<file path="src/rtl/bcd_conv.sv">
`default_nettype none
// ============================================================================
//  Module      : bcd_conv
//  Description : Sequential binary-to-BCD converter (shift-and-add-3).
//                A start request captures bin, then WIDTH shift steps run,
//                then one finish step publishes the packed BCD result on bcd
//                with a one-cycle done pulse.
//  Revision    : 1.0 - initial release
// ============================================================================
module bcd_conv #(
    parameter int WIDTH  = 12,
    parameter int DIGITS = 4
) (
    input  logic                  clk,
    input  logic                  rst_n,
    input  logic                  start,
    input  logic [WIDTH-1:0]      bin,
    output logic                  busy,
    output logic                  done,
    output logic [4*DIGITS-1:0]   bcd
);

    localparam int c_CW = $clog2(WIDTH + 1);
    localparam int c_BW = 4 * DIGITS;
    localparam logic [c_CW-1:0] c_LAST = c_CW'(WIDTH - 1);
    localparam logic [c_CW-1:0] c_ONE  = c_CW'(1);

    typedef enum logic [1:0] {
        S_IDLE  = 2'd0,
        S_SHIFT = 2'd1,
        S_FIN   = 2'd2
    } state_t;

    state_t              r_state, w_state_nxt;
    logic [WIDTH-1:0]    r_bin, w_bin_nxt;
    logic [c_BW-1:0]     r_scratch, w_scratch_nxt;
    logic [c_CW-1:0]     r_cnt, w_cnt_nxt;
    logic                r_busy, w_busy_nxt;
    logic                r_done, w_done_nxt;
    logic [c_BW-1:0]     r_bcd, w_bcd_nxt;
    logic [c_BW-1:0]     w_adj;

    // Per-digit add-3 correction applied before every shift
    generate
        for (genvar g = 0; g < DIGITS; g++) begin : g_digit
            assign w_adj[4*g +: 4] = (r_scratch[4*g +: 4] >= 4'd5) ?
                                     (r_scratch[4*g +: 4] + 4'd3) :
                                     r_scratch[4*g +: 4];
        end
    endgenerate

    // State and datapath registers; reset aborts any conversion in flight
    always_ff @(posedge clk or negedge rst_n) begin
        if (!rst_n) begin
            r_state   <= S_IDLE;
            r_bin     <= '0;
            r_scratch <= '0;
            r_cnt     <= '0;
            r_busy    <= 1'b0;
            r_done    <= 1'b0;
            r_bcd     <= '0;
        end else begin
            r_state   <= w_state_nxt;
            r_bin     <= w_bin_nxt;
            r_scratch <= w_scratch_nxt;
            r_cnt     <= w_cnt_nxt;
            r_busy    <= w_busy_nxt;
            r_done    <= w_done_nxt;
            r_bcd     <= w_bcd_nxt;
        end
    end

    // Next-state and next-datapath logic; busy covers the shift phase only
    always_comb begin
        w_state_nxt   = r_state;
        w_bin_nxt     = r_bin;
        w_scratch_nxt = r_scratch;
        w_cnt_nxt     = r_cnt;
        w_busy_nxt    = r_busy;
        w_done_nxt    = 1'b0;
        w_bcd_nxt     = r_bcd;
        case (r_state)
            S_IDLE: begin
                if (start) begin
                    w_bin_nxt     = bin;
                    w_scratch_nxt = '0;
                    w_cnt_nxt     = '0;
                    w_busy_nxt    = 1'b1;
                    w_state_nxt   = S_SHIFT;
                end
            end
            S_SHIFT: begin
                w_scratch_nxt = {w_adj[c_BW-2:0], r_bin[WIDTH-1]};
                w_bin_nxt     = {r_bin[WIDTH-2:0], 1'b0};
                w_cnt_nxt     = r_cnt + c_ONE;
                if (r_cnt == c_LAST) begin
                    w_busy_nxt  = 1'b0;
                    w_state_nxt = S_FIN;
                end
            end
            S_FIN: begin
                w_bcd_nxt   = r_scratch;
                w_done_nxt  = 1'b1;
                w_busy_nxt  = 1'b0;
                w_state_nxt = S_IDLE;
            end
            default: begin
                w_state_nxt = S_IDLE;
            end
        endcase
    end

    assign busy = r_busy;
    assign done = r_done;
    assign bcd  = r_bcd;

endmodule
`default_nettype wire

</file>
<file path="config.mk">
export PLATFORM = sky130hd
export DESIGN_NAME = bcd_conv
export DESIGN_NICKNAME = d
export VERILOG_FILES = /design/src/rtl/bcd_conv.sv
export SDC_FILE = /design/constraint.sdc
export NUM_CORES = 1
export LEC_CHECK = 0
export ABC_AREA = 0
export BUFFER_PORTS_ARGS = -buffer_cell sky130_fd_sc_hd__buf_2
export CORE_AREA = 2 2 89 91
export CTS_CLUSTER_SIZE = 30
export DETAILED_ROUTE_END_ITERATION = 7
export DIE_AREA = 0 0 91 93
export REMOVE_ABC_BUFFERS = 1
export SYNTH_ARGS = -nofsm -noshare
export SYNTH_HDL_FRONTEND = slang
export SYNTH_SLANG_ARGS = --single-unit
</file>
<file path="constraint.sdc">
create_clock -name clk -period 1.9 [get_ports clk]
set_input_delay 0 -clock clk [delete_from_list [all_inputs] [get_ports clk]]
set_output_delay 0 -clock clk [all_outputs]
set_load 0.03 [all_outputs]
</file>
==> results.json, run 1 <==
{
  "worstSkewPairLatency_ps": 300,
  "switching_power_uw": 1460,
  "grt_use_met3_pct": 3.14,
  "core_um2": 7530,
  "grt.total_usage_pct": 12.3,
  "fmax_mhz": 581,
  "slew_viol_final": 0,
  "powerDensity_nw_per_um2": 1270,
  "chipHeight_um": 93,
  "cts_tree": "yes",
  "endpoint_kind": "flip-flop",
  "drive_gt1_share_pct": 27.7,
  "firstDrtPassIters": 4,
  "synth-seq-cells": 52,
  "drc": 0,
  "critical_path_class": "flip-flop to flip-flop",
  "period_share_pct": 90.7,
  "clock_sink_count": 52,
  "ios": 33,
  "n_fill_cell": 770,
  "initial_utilization_pct": 33.6,
  "worst_pin_slew_ps": 592,
  "synth_edf_count": 0,
  "yosysWarnings": 0,
  "grt-busiest-layer": "met2",
  "multi_input_area_um2": 1120,
  "start_kind": "flip-flop",
  "fin_util_pct": 40.0,
  "stdcell_count": 362,
  "n_antenna_cell": 0,
  "switching_share_pct": 38.3,
  "ir_drop_mv": 0.655,
  "violations": "hold timing",
  "grtUsageMet2_pct": 20.2,
  "synth_cell_types": 37,
  "dp_hpwl_um": 3220,
  "fin_nets": 288,
  "status": "finished, violations left",
  "place_congestion": 0.776,
  "p_seq_share_pct": 41.2,
  "critPathArrivalTime_ps": 1920,
  "crit_buf_inv": 1,
  "path_cells": "inv_1 -> ha_1 -> nand2b_2 -> nand2_4 -> o31ai_1 -> a32o_1",
  "worstHoldPathType": "input pin to flip-flop",
  "overflow": 0,
  "crit_family": "flip-flops",
  "cts.clk_slew.worst_paths_ps": 100,
  "max_slew_margin_pct": 60.3,
  "fp.dieW_um": 91,
  "seqCellArea_um2": 1300,
  "grt_pass1_vias": 1819,
  "final-setup-viol-count": 0,
  "final.setup_skew_ps": 6.48,
  "antenna_left": 0,
  "placed_cells": 346,
  "cts_root_buf": "clkbuf_8",
  "yosysSeqAreaShare_pct": 51.4,
  "async_reset_ff_share_pct": 100,
  "syn_inst": 216,
  "maxCapViolations": 0,
  "rsz0062_at_grt": "no",
  "antenna_found_initial": 0,
  "routed-via-count": 1754,
  "synth_top_area_share_pct": 51.4,
  "htree_levels": 2,
  "hold_violations": 1,
  "die_area_um2": 8460,
  "synth_area_leaders": "dfrtp_1, mux2_2, ha_1",
  "slowest_delay_ps": 410,
  "clockBufferDepth": 2,
  "rows": 32,
  "drt-initial-drc-count": 63,
  "syn2layout_area_growth_pct": 18.9,
  "postSynthAreaPerCell_um2": 11.7,
  "ys.flop_type": "dfrtp_1",
  "p_leak_uw": 0.00140,
  "slowest_stage": "dfrtp_1",
  "p_clk_share_pct": 20.3,
  "grt_util_met1_pct": 16.6,
  "path_max_fanout": 23,
  "wl_per_cell_um": 13.2,
  "drt_wl_total_um": 4770,
  "cts_inserted_buffers": 5,
  "yosysTopAreaCell": "dfrtp_1",
  "whs_ps": -0.274,
  "fin_crit_ps": 1720,
  "p_comb_share_pct": 38.5,
  "p_int_uw": 2350,
  "grt_max_degree": 53,
  "grt_pass1_wl_um": 8580,
  "cp.required_ps": 2100,
  "io_buffers": 32,
  "via_per_inst": 4.85,
  "syn_area_um2": 2530
}
-- per-stage QoR --
step,setup TNS (ps),power [uW],setup WS [ps],cell area (um2)
floorplan,-6.38,2630,-2.13,2470
global placement,0,3020,264,2810
detailed placement,0,3060,175,2810
CTS,0,3870,160,3010
global route,0,4120,17.8,3010
finish,0,3820,178,3010
-- kinds of logic (layout without fill, tap and decap cells) --
logic type / Yosys count / count (layout) / share of synthesized area, %
compound gates: 74 / 74 / 19.2
flops: 52 / 52 / 51.4
simple gates: 26 / 26 / 6.67
buf+inv: 22 / 66 / 4.35
mux: 21 / 21 / 9.09
fa+ha+maj: 14 / 14 / 6.92
xor+xnor: 7 / 7 / 2.42
-- what timing repair did --
action                     in CTS  in global routing
hold buffers                    8                  0
setup buffers                   0                  0
gates resized for setup         0                  1
setup endpoints to repair       0                  1
hold endpoints to repair       59                  0
-- synthesized netlist by cell type, drive strengths merged (2+ instances only) --
library cell / number
mux2: 16
nand2: 8
a32o: 4
xnor2: 4
a22o: 5
a21oi: 18
dfrtp: 52
o31ai: 4
o22ai: 25
xor2: 3
inv: 12
o32ai: 3
buf: 9
mux2i: 5
a31oi: 2
o21ai: 12
nand3b: 2
nand2b: 6
ha: 14
nor2: 5
-- layout make-up --
| class | count | share of cell area [%] |
|---|---|---|
| multi-input cells | 142 | 37.3 |
| clock buffers | 5 | 2.29 |
| well taps | 102 | 4.24 |
| inverters | 12 | 1.50 |
| clock inverters | 3 | 1.54 |
| repair buffers | 46 | 9.89 |
| flip-flops and latches | 52 | 43.2 |
-- flip-flops by register name, indices dropped and copies added (netlist names) --
register,cells
busy,1
r_scratch,16
bcd,16
r_cnt,4
r_state,2
r_bin,12
done,1
-- cell usage in the layout (no fill, tap or decap), types with 6 or more instances in the layout --
cell type,n
dfrtp_1,52
ha_1,13
a21oi_1,17
o21ai_0,11
o22ai_1,25
inv_1,11
nand2_1,6
buf_2,32
dlygate4sd3_1,8
mux2_2,16
-- path summary, 6_finish.rpt --
path,slack (ps),to,depth (start not counted),from
hold / removal,-0.3,r_bin[7],3,bin[7]
setup reg to reg,180,r_scratch[7],6,r_state[0]
setup / recovery,180,r_scratch[7],6,r_state[0]
hold reg to reg,510,bcd[11],1,bcd[11]
max in group asynchronous,1450,r_bin[5],3,rst_n
min in group asynchronous,210,r_scratch[12],3,rst_n
-- per-layer routing --
metal	share of wire [%]	wire length [um]
met1	49	2350
met3	3.8	179
met4	0.54	26
met5	0	0
met2	46	2210
-- power groups by stage --
| stage | clock, uW | combinational [uW] | sequential (uW) |
|---|---|---|---|
| 2_1_floorplan | 0 | 1030 | 1600 |
| 3_3_place_gp | 0 | 1430 | 1590 |
| 3_5_place_dp | 0 | 1470 | 1590 |
| 4_1_cts | 809 | 1490 | 1570 |
| 5_1_grt | 848 | 1660 | 1610 |
| 6_report | 775 | 1470 | 1570 |
-- worst reg2reg max path, cell delays in order, from the launching register on --
cell      delay [ps]
dfrtp_1          410
inv_1            120
ha_1             360
nand2b_2         150
nand2_4          260
o31ai_1          110
a32o_1           210
Power figures use the tool's default switching activity.
==> run 2, diff against run 1 <==
RECOVER_POWER = 100   (was unset)
==> results.json, run 2 (same netlist as run 1, synthesis figures left out) <==
{
  "status": "complete, no violations",
  "path_max_fanout": 23,
  "firstDrtPassIters": 4,
  "ios": 33,
  "grt_pass1_vias": 1819,
  "worstHoldPathType": "input pin to flip-flop",
  "cts_inserted_buffers": 5,
  "reg2reg_from": "r_state[0]",
  "ir_drop_mv": 0.658,
  "grt_pass1_wl_um": 8580,
  "maxCapViolations": 0,
  "worstSkewPairLatency_ps": 300,
  "routed-via-count": 1765,
  "cts_tree": "yes",
  "die_area_um2": 8460,
  "hold_end": "r_bin[7]",
  "grt.total_usage_pct": 12.3,
  "fin_crit_ps": 1710,
  "clock_sink_count": 52,
  "n_antenna_cell": 0,
  "whs_ps": 0.151,
  "final_cell_mix": "dfrtp_1, o22ai_1, a21oi_1, clkbuf_1, mux2_2",
  "p_clk_share_pct": 20.4,
  "cp.required_ps": 2100,
  "io_buffers": 32,
  "critical_path_class": "flip-flop to flip-flop",
  "p_int_uw": 2330,
  "p_comb_share_pct": 38.1,
  "drive_gt1_share_pct": 20.0,
  "overflow": 0,
  "worstHoldStart": "bin[7]",
  "critPathArrivalTime_ps": 1910,
  "fp.dieW_um": 91,
  "r2r_end": "r_scratch[7]",
  "chipHeight_um": 93,
  "grt_max_degree": 53,
  "hold-path-cell-count": 3,
  "fmax_mhz": 585,
  "endpoint_kind": "flip-flop",
  "place_congestion": 0.776,
  "ff2ff_path_depth": 6,
  "worst_pin_slew_ps": 1290,
  "antenna_left": 0,
  "period_share_pct": 89.9,
  "rows": 32,
  "fin_nets": 288,
  "htree_levels": 2,
  "p_leak_uw": 0.00132,
  "multi_input_area_um2": 1120,
  "drt-initial-drc-count": 63,
  "antenna_found_initial": 0,
  "cts.clk_slew.worst_paths_ps": 100,
  "clockBufferDepth": 2,
  "p_seq_share_pct": 41.4,
  "fin_util_pct": 39.4,
  "n_fill_cell": 783,
  "switching_share_pct": 38.4,
  "max_slew_margin_pct": 14.2,
  "final-setup-viol-count": 0,
  "cts_root_buf": "clkbuf_8",
  "slew_viol_final": 0,
  "rsz0062_at_grt": "no",
  "syn2layout_area_growth_pct": 17.1,
  "powerDensity_nw_per_um2": 1280,
  "initial_utilization_pct": 33.6,
  "dp_hpwl_um": 3220,
  "hold_violations": 0,
  "core_um2": 7530,
  "drc": 0,
  "start_kind": "flip-flop",
  "final.setup_skew_ps": 6.12,
  "wl_per_cell_um": 13.2,
  "r2r_slack_ps": 190,
  "layout_commonest_cell": "dfrtp_1",
  "via_per_inst": 4.88,
  "seqCellArea_um2": 1300,
  "drt_wl_total_um": 4780,
  "switching_power_uw": 1460
}
==> run 2: cell type report <==
cell class	count	area share, %
clock buffer	5	2.32
clock inverter	3	1.56
inverter	12	1.52
multi-input combinational	142	37.7
sequential	52	43.9
tap	102	4.30
timing repair buffer	46	8.77
==> run 2: per-stage QoR <==
step	total power [uW]	instance area (um2)	setup TNS, ps	std cells	worst slack (ps)
after floorplan	2630	2470	-6.38	206	-2.13
after global placement	3020	2810	0	346	264
after detailed placement	3060	2810	0	346	175
after CTS	3870	3010	0	362	160
after global routing	4100	2970	0	362	25.2
final	3790	2970	0	362	191
==> run 2: worst max-delay path, stage by stage, from the launching register on <==
cell and delay [ps]:
dfrtp_1 410, inv_1 120, ha_1 350, nand2b_2 140, nand2_4 260, o31ai_1 100
a32o_1 210
==> run 2: repair_timing <==
item	4_1_cts	5_1_grt
hold endpoints to repair	59	0
hold buffers	8	0
endpoints found under the setup margin	0	1
resized for setup	0	1
buffers inserted	0	0
==> run 2: worst max-delay path by stage <==
stage / from / endpoint / slack (ps) / depth (start not counted)
after CTS: r_state[1] / r_scratch[12] / 160 / 4
after floorplan: r_state[0] / r_scratch[11] / -2 / 6
after global routing: r_state[0] / r_scratch[7] / 30 / 6
after detailed placement: r_state[1] / r_scratch[12] / 170 / 4
final: r_state[0] / r_scratch[7] / 190 / 6
after global placement: r_state[1] / r_scratch[7] / 260 / 5
==> run 2: power by group through the flow <==
stage	logic [uW]	clock network [uW]	registers (uW)
global route	1640	848	1610
CTS	1490	809	1570
global placement	1430	0	1590
floorplan	1030	0	1600
detailed placement	1470	0	1590
finish	1450	775	1570
==> run 2: routing by layer <==
metal / track usage, % / routed length (um)
met3: 3.14 / 191
met1: 16.6 / 2340
met5: 0 / 0
met2: 20.2 / 2230
met4: 2.65 / 26
==> run 3, diff against run 2 <==
RECOVER_POWER = 25   (was 100)
==> results.json, run 3 (same netlist as run 1, synthesis figures left out) <==
{
  "violations": "hold timing",
  "core_um2": 7530,
  "status": "finished, violations left",
  "worstHoldPathType": "input pin to flip-flop",
  "drt-initial-drc-count": 63,
  "cts_tree": "yes",
  "fin_nets": 288,
  "cts_inserted_buffers": 5,
  "cp.required_ps": 2100,
  "drc": 0,
  "final_cell_mix": "dfrtp_1, buf_2, o22ai_1, a21oi_1, mux2_2",
  "worst_pin_slew_ps": 1290,
  "cts_root_buf": "clkbuf_8",
  "ios": 33,
  "slew_viol_final": 0,
  "grt_max_degree": 53,
  "firstDrtPassIters": 4,
  "multi_input_area_um2": 1120,
  "place_congestion": 0.776,
  "layout_commonest_cell": "dfrtp_1",
  "drt_wl_total_um": 4770,
  "dpl_cell_area_um2": 2810,
  "die_area_um2": 8460,
  "rows": 32,
  "placed_cells": 346,
  "clockBufferDepth": 2,
  "seqCellArea_um2": 1300,
  "critical_path_class": "flip-flop to flip-flop",
  "htree_levels": 2,
  "endpoint_kind": "flip-flop",
  "fin_crit_ps": 1720,
  "cts.clk_slew.worst_paths_ps": 100,
  "final-setup-viol-count": 0,
  "drive_gt1_share_pct": 27.7,
  "n_fill_cell": 772,
  "powerDensity_nw_per_um2": 1270,
  "fmax_mhz": 581,
  "io_buffers": 32,
  "whs_ps": -0.274,
  "final.setup_skew_ps": 6.48,
  "n_antenna_cell": 0,
  "period_share_pct": 90.7,
  "rsz0062_at_grt": "no",
  "clock_sink_count": 52,
  "critPathArrivalTime_ps": 1920,
  "fin_util_pct": 39.8,
  "p_leak_uw": 0.00139,
  "chipHeight_um": 93,
  "via_per_inst": 4.85,
  "path_max_fanout": 23,
  "max_slew_margin_pct": 13.8,
  "syn2layout_area_growth_pct": 18.3,
  "final_cell_area_um2": 3000,
  "overflow": 0,
  "hold_violations": 1,
  "worstSkewPairLatency_ps": 300,
  "antenna_left": 0,
  "initial_utilization_pct": 33.6,
  "routed-via-count": 1754,
  "start_kind": "flip-flop",
  "grt_pass1_wl_um": 8580,
  "stdcell_count": 362,
  "grt_pass1_vias": 1819,
  "grt.total_usage_pct": 12.3,
  "ir_drop_mv": 0.655,
  "antenna_found_initial": 0,
  "dp_hpwl_um": 3220,
  "maxCapViolations": 0,
  "fp.dieW_um": 91,
  "setup_tns_ps": 0,
  "wl_per_cell_um": 13.2
}
[run 3: cell count changes in the layout (fill, tap and decap cells not counted), sizes merged]
cell,previous run,this run
buf,19,37
clkbuf,24,6
[run 3: where the power goes]
part	internal [uW]	switching, uW	leakage (uW)	total, uW
Combinational	591	874	0.000664	1470
Sequential	1360	208	0.000676	1570
Clock	397	378	0.0000548	775
[run 3: final cells by class]
class / count / area share [%]
Clock buffer: 5 / 2.30
Inverter: 12 / 1.50
Tap cell: 102 / 4.26
Multi-Input combinational cell: 142 / 37.5
Sequential cell: 52 / 43.4
Timing Repair Buffer: 46 / 9.44
Clock inverter: 3 / 1.55
[run 3: worst paths after layout]
path,from,endpoint,slack (ps),cells after the start
min,bin[7],r_bin[7],-0.3,3
max in group asynchronous,rst_n,r_bin[5],530,3
min reg2reg,bcd[11],bcd[11],510,1
min in group asynchronous,rst_n,r_scratch[12],590,3
max,r_state[0],r_scratch[7],180,6
max reg2reg,r_state[0],r_scratch[7],180,6
[run 3: per-layer routing]
| metal | vias to the layer above | track usage (%) | part of all wire [%] |
|---|---|---|---|
| li1 | 883 | - | - |
| met4 | 0 | 2.65 | 0.54 |
| met3 | 2 | 3.14 | 3.8 |
| met2 | 32 | 20.2 | 46 |
| met1 | 837 | 16.6 | 49 |
| met5 | - | 0 | 0 |
[run 3: through the flow]
stage,hold WS (ps),setup slack (ps),power (uW)
5_1_grt,14.1,17.8,4120
4_1_cts,0.657,160,3870
2_1_floorplan,-296,-2.13,2630
3_3_place_gp,19.3,264,3020
3_5_place_dp,20.0,175,3060
6_report,-0.274,178,3810
[run 3: worst max-delay path, stage by stage, from the launching register on]
cell,delay [ps]
dfrtp_1,410
inv_1,120
ha_1,360
nand2b_2,140
nand2_4,260
o31ai_1,100
a32o_1,210
[run 3: repair_timing]
| action | in CTS | in global routing |
|---|---|---|
| hold endpoints to repair | 59 | 0 |
| resized for setup | 0 | 1 |
| setup endpoints to repair | 0 | 1 |
| setup buffers | 0 | 0 |
| hold buffers | 8 | 0 |
